[src/rtl/pipe_hazard_ctrl.sv]
// ---------------------------------------------------------------------------
// pipe_hazard_ctrl
//   Pipeline sequencer for the 5-stage myCPU core. Every cycle it decides
//   which pipeline registers advance, hold or load a bubble. It also selects
//   the EX operand forwarding sources, stretches MEM while the Bridge inserts
//   wait states, and halts the core when one access waits too long.
//
//   A private scoreboard shadows {rd, we, ld} of the instructions in EX, MEM
//   and WB, and the source fields of the EX instruction. All stage controls
//   and forwarding selects are combinational from the scoreboard, the FSM
//   state and the current inputs.
//
// Ports
//   cpu_clk, cpu_rst          core clock / async active-low reset
//   id_rs1, id_rs2            ID source register fields
//   id_rs1_used, id_rs2_used  ID instruction reads rs1 / rs2
//   id_rd, id_rf_we           ID destination register and write enable
//   id_is_load                ID instruction is a load
//   ex_redirect               EX instruction changes the PC
//   mem_bus_req, bus_ready    MEM access request / Bridge completes it
//   pc_en .. mem_wb_en        stage register advance enables
//   if_id_flush, id_ex_flush,
//   mem_wb_flush              load a bubble instead of data
//   fwd_a, fwd_b              EX operand source (00 RF, 01 EX/MEM, 10 WB)
//   halted                    core halted after a bus timeout
//   bus_err                   sticky bus timeout flag
//
// state       | meaning
// ST_RUN      | normal issue; bus wait, redirect, load-use resolved here
// ST_BUS_WAIT | MEM access pending, pipe frozen, wait_cnt counting
// ST_HALT     | bus timeout; everything frozen until reset
// ---------------------------------------------------------------------------
module pipe_hazard_ctrl #(
    parameter int unsigned BUS_TIMEOUT = 255
) (
    input  logic       cpu_clk,
    input  logic       cpu_rst,
    input  logic [4:0] id_rs1,
    input  logic [4:0] id_rs2,
    input  logic       id_rs1_used,
    input  logic       id_rs2_used,
    input  logic [4:0] id_rd,
    input  logic       id_rf_we,
    input  logic       id_is_load,
    input  logic       ex_redirect,
    input  logic       mem_bus_req,
    input  logic       bus_ready,
    output logic       pc_en,
    output logic       if_id_en,
    output logic       id_ex_en,
    output logic       ex_mem_en,
    output logic       mem_wb_en,
    output logic       if_id_flush,
    output logic       id_ex_flush,
    output logic       mem_wb_flush,
    output logic [1:0] fwd_a,
    output logic [1:0] fwd_b,
    output logic       halted,
    output logic       bus_err
);

    localparam logic [7:0] LP_TIMEOUT = 8'(BUS_TIMEOUT);

    typedef enum logic [1:0] {
        ST_RUN      = 2'd0,
        ST_BUS_WAIT = 2'd1,
        ST_HALT     = 2'd2
    } state_t;

    state_t     r_state;
    logic [7:0] r_wait_cnt;
    logic       r_bus_err;

    logic [4:0] r_ex_rd;
    logic       r_ex_we;
    logic       r_ex_ld;
    logic [4:0] r_ex_rs1;
    logic       r_ex_rs1_used;
    logic [4:0] r_ex_rs2;
    logic       r_ex_rs2_used;
    logic [4:0] r_mem_rd;
    logic       r_mem_we;
    logic       r_mem_ld;
    logic [4:0] r_wb_rd;
    logic       r_wb_we;

    logic       w_freeze;
    logic       w_load_use;
    logic [7:0] w_cnt_inc;
    logic       w_pc_en, w_if_id_en, w_id_ex_en, w_ex_mem_en, w_mem_wb_en;
    logic       w_if_id_flush, w_id_ex_flush, w_mem_wb_flush;
    logic [1:0] w_fwd_a, w_fwd_b;

    // In BUS_WAIT the pending access belongs to the frozen MEM instruction,
    // so only bus_ready matters there.
    assign w_freeze  = (r_state == ST_BUS_WAIT) ? !bus_ready
                                                : (mem_bus_req && !bus_ready);
    assign w_cnt_inc = (r_wait_cnt == 8'hFF) ? r_wait_cnt : r_wait_cnt + 8'd1;

    assign w_load_use = r_ex_we && r_ex_ld && (r_ex_rd != 5'd0) &&
                        ((id_rs1_used && (id_rs1 == r_ex_rd)) ||
                         (id_rs2_used && (id_rs2 == r_ex_rd)));

    always_comb begin
        w_pc_en        = 1'b0;
        w_if_id_en     = 1'b0;
        w_id_ex_en     = 1'b0;
        w_ex_mem_en    = 1'b0;
        w_mem_wb_en    = 1'b0;
        w_if_id_flush  = 1'b0;
        w_id_ex_flush  = 1'b0;
        w_mem_wb_flush = 1'b0;
        if (r_state != ST_HALT) begin
            if (w_freeze) begin
                // WB still retires; MEM/WB takes a bubble so it retires once
                w_mem_wb_flush = 1'b1;
            end else if (ex_redirect) begin
                {w_pc_en, w_if_id_en, w_id_ex_en, w_ex_mem_en, w_mem_wb_en} = 5'b11111;
                w_if_id_flush = 1'b1;
                w_id_ex_flush = 1'b1;
            end else if (w_load_use) begin
                {w_id_ex_en, w_ex_mem_en, w_mem_wb_en} = 3'b111;
                w_id_ex_flush = 1'b1;
            end else begin
                {w_pc_en, w_if_id_en, w_id_ex_en, w_ex_mem_en, w_mem_wb_en} = 5'b11111;
            end
        end
    end

    // Loads in MEM are excluded: their data only exists from WB onwards.
    function automatic logic [1:0] fwd_sel(
        input logic       used,
        input logic [4:0] rs,
        input logic [4:0] mem_rd,
        input logic       mem_we,
        input logic       mem_ld,
        input logic [4:0] wb_rd,
        input logic       wb_we
    );
        if (!used)
            return 2'b00;
        else if (mem_we && !mem_ld && (mem_rd != 5'd0) && (mem_rd == rs))
            return 2'b01;
        else if (wb_we && (wb_rd != 5'd0) && (wb_rd == rs))
            return 2'b10;
        else
            return 2'b00;
    endfunction

    always_comb begin
        w_fwd_a = fwd_sel(r_ex_rs1_used, r_ex_rs1, r_mem_rd, r_mem_we, r_mem_ld, r_wb_rd, r_wb_we);
        w_fwd_b = fwd_sel(r_ex_rs2_used, r_ex_rs2, r_mem_rd, r_mem_we, r_mem_ld, r_wb_rd, r_wb_we);
    end

    // Outputs are forced quiet while reset is asserted, with no edge needed.
    assign pc_en        = cpu_rst && w_pc_en;
    assign if_id_en     = cpu_rst && w_if_id_en;
    assign id_ex_en     = cpu_rst && w_id_ex_en;
    assign ex_mem_en    = cpu_rst && w_ex_mem_en;
    assign mem_wb_en    = cpu_rst && w_mem_wb_en;
    assign if_id_flush  = cpu_rst && w_if_id_flush;
    assign id_ex_flush  = cpu_rst && w_id_ex_flush;
    assign mem_wb_flush = cpu_rst && w_mem_wb_flush;
    assign fwd_a        = cpu_rst ? w_fwd_a : 2'b00;
    assign fwd_b        = cpu_rst ? w_fwd_b : 2'b00;
    assign halted       = cpu_rst && (r_state == ST_HALT);
    assign bus_err      = r_bus_err;

    // wait_cnt holds the number of wait cycles seen so far, including the
    // current one once it has been clocked; reaching BUS_TIMEOUT halts.
    always_ff @(posedge cpu_clk or negedge cpu_rst) begin
        if (!cpu_rst) begin
            r_state    <= ST_RUN;
            r_wait_cnt <= 8'd0;
            r_bus_err  <= 1'b0;
        end else begin
            case (r_state)
                ST_RUN: begin
                    if (w_freeze) begin
                        r_wait_cnt <= 8'd1;
                        if (LP_TIMEOUT <= 8'd1) begin
                            r_state   <= ST_HALT;
                            r_bus_err <= 1'b1;
                        end else begin
                            r_state <= ST_BUS_WAIT;
                        end
                    end
                end
                ST_BUS_WAIT: begin
                    if (bus_ready) begin
                        r_state    <= ST_RUN;
                        r_wait_cnt <= 8'd0;
                    end else begin
                        r_wait_cnt <= w_cnt_inc;
                        if (w_cnt_inc >= LP_TIMEOUT) begin
                            r_state   <= ST_HALT;
                            r_bus_err <= 1'b1;
                        end
                    end
                end
                ST_HALT: r_state <= ST_HALT;
                default: r_state <= ST_RUN;
            endcase
        end
    end

    always_ff @(posedge cpu_clk or negedge cpu_rst) begin
        if (!cpu_rst) begin
            r_ex_rd       <= 5'd0;
            r_ex_we       <= 1'b0;
            r_ex_ld       <= 1'b0;
            r_ex_rs1      <= 5'd0;
            r_ex_rs1_used <= 1'b0;
            r_ex_rs2      <= 5'd0;
            r_ex_rs2_used <= 1'b0;
            r_mem_rd      <= 5'd0;
            r_mem_we      <= 1'b0;
            r_mem_ld      <= 1'b0;
            r_wb_rd       <= 5'd0;
            r_wb_we       <= 1'b0;
        end else begin
            if (w_id_ex_flush) begin
                r_ex_rd       <= 5'd0;
                r_ex_we       <= 1'b0;
                r_ex_ld       <= 1'b0;
                r_ex_rs1      <= 5'd0;
                r_ex_rs1_used <= 1'b0;
                r_ex_rs2      <= 5'd0;
                r_ex_rs2_used <= 1'b0;
            end else if (w_id_ex_en) begin
                r_ex_rd       <= id_rd;
                r_ex_we       <= id_rf_we;
                r_ex_ld       <= id_is_load;
                r_ex_rs1      <= id_rs1;
                r_ex_rs1_used <= id_rs1_used;
                r_ex_rs2      <= id_rs2;
                r_ex_rs2_used <= id_rs2_used;
            end
            if (w_ex_mem_en) begin
                r_mem_rd <= r_ex_rd;
                r_mem_we <= r_ex_we;
                r_mem_ld <= r_ex_ld;
            end
            if (w_mem_wb_flush) begin
                r_wb_rd <= 5'd0;
                r_wb_we <= 1'b0;
            end else if (w_mem_wb_en) begin
                r_wb_rd <= r_mem_rd;
                r_wb_we <= r_mem_we;
            end
        end
    end

endmodule

[config.mk]
export PLATFORM = sky130hd
export DESIGN_NAME = pipe_hazard_ctrl
export DESIGN_NICKNAME = d
export VERILOG_FILES = /design/src/rtl/pipe_hazard_ctrl.sv
export SDC_FILE = /design/constraint.sdc
export NUM_CORES = 1
export LEC_CHECK = 0
export CORE_AREA = 2 2 72 74
export DETAILED_ROUTE_END_ITERATION = 7
export DIE_AREA = 0 0 74 76
export PLACE_DENSITY = 0.73
export SLEW_MARGIN = 5
export SYNTH_ARGS = -nofsm -noshare
export SYNTH_HDL_FRONTEND = slang
export SYNTH_SLANG_ARGS = --single-unit
[constraint.sdc]
create_clock -name cpu_clk -period 2.6 [get_ports cpu_clk]
set_input_delay 0.52 -clock cpu_clk [delete_from_list [all_inputs] [get_ports cpu_clk]]
set_output_delay 0.52 -clock cpu_clk [all_outputs]
set_load 0.005 [all_outputs]
==> reports/results.ini <==
[clocking]
cts.clk_slew.worst_paths_ps=80
cts.path.max_buffers=2
hold_buffers=0
cts.sinks=43
cts_root_buf=clkbuf_8
post_cts_buffers=0
cts_tree=yes
cts-htree-levels=2
cts_buffers=5
clk-insertion-delay-late_ps=300

[power]
internal_power_w=0.00108
power.switching_w=0.000446
leakage_nw=1.40
swShare_pct=29.2
pwr-share-clk_pct=27.2
power.density_nw_per_um2=507
power_frac_seq_pct=51.4
pwr-share-comb_pct=21.4
ir_drop_mv=0.295

[floorplanning]
fp-row-count=26
pin_count=38
die_w_um=74
die-area_um2=5620
core_um2=4910
dieHeight_um=76
start_util_pct=47.5

[drt]
ant_nets=0
drc=0
wirelength_um=5600
dr.pass1.iters=4
dr.first_iter.drc_count=94
vias_per_cell=5.51
routedWlPerCell_um=15.2
vias=2021

[setup_path]
crit_slowest_cell=or4_1
r2r-start=r_wait_cnt[0]
crit_path_end_kind=primary output
critPathRequiredTime_ps=2080
r2r-end=r_state[0]
startpoint_type=flip-flop
max_stage_delay_ps=520
r2r_slack_ps=400
cp_max_fo=2
path_cells=or4_1, o21ai_1, buf_4, nor4_1, nor3_1, dlygate4sd2_1
critPathArrivalTime_ps=1980
r2r_cells=7
criticalPathCategory=reg2out

[placement]
place_hpwl_um=4270
gp_congestion=0.960
placedCellCount=359
port_buffers=37

[synthesis]
postSynth.asyncResetShare_pct=100
synth.cell_area_um2=2330
synth-edff-count=0
avgSynthCellArea_um2=9.76
yosys_warnings=0
ys.flop_type=dfrtp_1
synthCells=239
synth_fp_nets=264
ys_seq_area_share_pct=46.1
ys_types=38
yosys_register_bits=43

[timing]
rsz0062_at_grt=false
relSlewSlack_pct=48.5
hold_violations=0
maxSlewViolCount=0
holdWs_ps=64.0
period_needed_ps=2500
post-route-period-util_pct=96.0
fin_skew_ps=6.72
worst_pin_slew_ps=770
max_freq_mhz=401
setup_violations=0

[final_layout]
antenna_cells=0
syn_to_final_growth_pct=29.2
final_cells=367
nets=321
drive_gt1_share_pct=13.8

[global_routing]
grt_pass1_vias=1908
grt_pass1_wl_um=9330
grt_max_degree=27
grt-ovfl-total=0
grt_use_total_pct=21.6
antenna_found_initial=0

[run_status]
status=complete, no violations

[run]
maxCapViolCount=0

[min_path]
hold_path.class=in2async

-- worst max-delay path, delay by kind of cell (launching register included) --
kind / cells / cell delay (ps)
buffers and inverters: 2 / 400
flip-flops: 1 / 390
AO/OA/AOI/OAI: 1 / 140
AND/OR/NAND/NOR: 3 / 770
-- registers in the layout, summed over array words and instances (netlist names) --
register and count:
r_wait_cnt 8, r_ex_rd 5, r_ex_rs1 5, r_ex_rs2 5, r_mem_rd 5, r_wb_rd 5
r_state 2, bus_err 1, r_ex_ld 1, r_ex_rs1_used 1, r_ex_rs2_used 1, r_ex_we 1
r_mem_ld 1, r_mem_we 1, r_wb_we 1
-- cell usage after synthesis (2+ instances only) --
library cell / count / share of area, %
o21ai_0: 10 / 2.1
nor2b_1: 3 / 0.80
nand2_1: 34 / 5.5
nor4_1: 6 / 1.6
or4_1: 2 / 0.64
inv_1: 6 / 0.97
nand3_1: 4 / 0.86
xnor2_1: 18 / 6.8
buf_2: 2 / 0.43
a22o_1: 26 / 9.8
a31oi_1: 5 / 1.3
nor2_1: 7 / 1.1
and2_1: 2 / 0.54
clkbuf_1: 7 / 1.1
nand4_1: 6 / 1.6
xor2_1: 13 / 4.9
a21oi_1: 12 / 2.6
nand2b_1: 2 / 0.54
buf_4: 3 / 0.97
o311a_1: 2 / 0.86
and3_1: 4 / 1.1
nor3_1: 3 / 0.64
dfrtp_1: 43 / 46
or3_1: 2 / 0.54
a21o_1: 2 / 0.64
o31ai_1: 3 / 0.97
-- cells in the final DEF, fill, tap and decap left out, types with 2 or more instances in the layout --
master,synthesis,final
o21ai_0,10,7
buf_4,3,26
nor2_1,7,7
and3_1,4,4
dlygate4sd2_1,0,12
nand4_1,6,6
or3_1,2,2
clkbuf_8,0,5
clkdlybuf4s50_1,0,24
a31oi_1,5,4
nand3_1,4,4
xnor2_1,18,18
nand2b_1,2,2
a22o_1,26,26
o31ai_1,3,3
and2_1,2,2
dfrtp_1,43,43
a21oi_1,12,12
nor4_1,6,6
xor2_1,13,13
nand2_1,34,33
nor2b_1,3,3
or4_1,2,2
nor3_1,3,3
inv_1,6,6
a21o_1,2,2
o21ai_1,0,2
-- worst max path at each step --
| stage | end | cells after the start | slack (ps) | startpoint |
|---|---|---|---|---|
| after CTS | fwd_a[1] | 6 | 80 | r_mem_rd[2] |
| after global placement | if_id_flush | 7 | -180 | mem_bus_req |
| after detailed placement | if_id_flush | 7 | -210 | mem_bus_req |
| after floorplan | pc_en | 4 | 570 | r_ex_rd[0] |
| final | fwd_b[1] | 6 | 100 | r_mem_rd[2] |
| after global routing | fwd_b[1] | 5 | 20 | r_wb_rd[3] |
-- cell type report --
type,count,area (um^2)
tap,70,87.6
clock buffer,6,72.6
timing repair buffer,63,546
inverter,6,22.5
fill,424,1900
clock inverter,2,12.5
sequential,43,1080
multi-input combinational,177,1200
-- layer usage --
metal	share of wire [%]	vias up	global-route usage, %
met1	44	972	28.3
met2	51	50	35.4
met4	1.9	0	6.36
met3	3.9	10	4.76
li1	-	989	-
met5	0	-	0
-- timing repair --
item	4_1_cts	5_1_grt
resized for setup	21	1
setup endpoints to repair	11	2
pin swaps	4	1
-- power by group through the flow --
stage | Combinational, W | Sequential (W) | Clock [W]
2_1_floorplan | 0.000184 | 0.000782 | 0
3_3_place_gp | 0.000319 | 0.000793 | 0
3_5_place_dp | 0.000328 | 0.000796 | 0
4_1_cts | 0.000328 | 0.000783 | 0.000425
5_1_grt | 0.000361 | 0.000791 | 0.000462
6_report | 0.000326 | 0.000785 | 0.000416
-- logic make-up (layout without fill, tap and decap cells) --
group | after synthesis | count (layout) | share of synthesized area, %
flip-flops | 43 | 43 | 46.1
AO/OA/AOI/OAI | 68 | 68 | 21.7
adder cells (fa/ha/maj) | 1 | 1 | 0.536
buffers and inverters | 19 | 77 | 3.97
XOR/XNOR | 31 | 31 | 11.6
AND/OR/NAND/NOR | 77 | 77 | 16.0
-- through the flow --
step | util [%] | setup slack [ps] | TNS [ps] | power [W] | area [um^2]
2_1_floorplan | - | 570 | 0 | 0.000966 | 2330
3_3_place_gp | 59.2 | -176 | -1140 | 0.00111 | 2910
3_5_place_dp | 59.2 | -215 | -1310 | 0.00112 | 2910
4_1_cts | 61.3 | 80.8 | 0 | 0.00154 | 3010
5_1_grt | 61.3 | 17.4 | 0 | 0.00161 | 3010
6_report | 61.3 | 103 | 0 | 0.00153 | 3010
No activity file was read; power rests on OpenSTA's default activity.
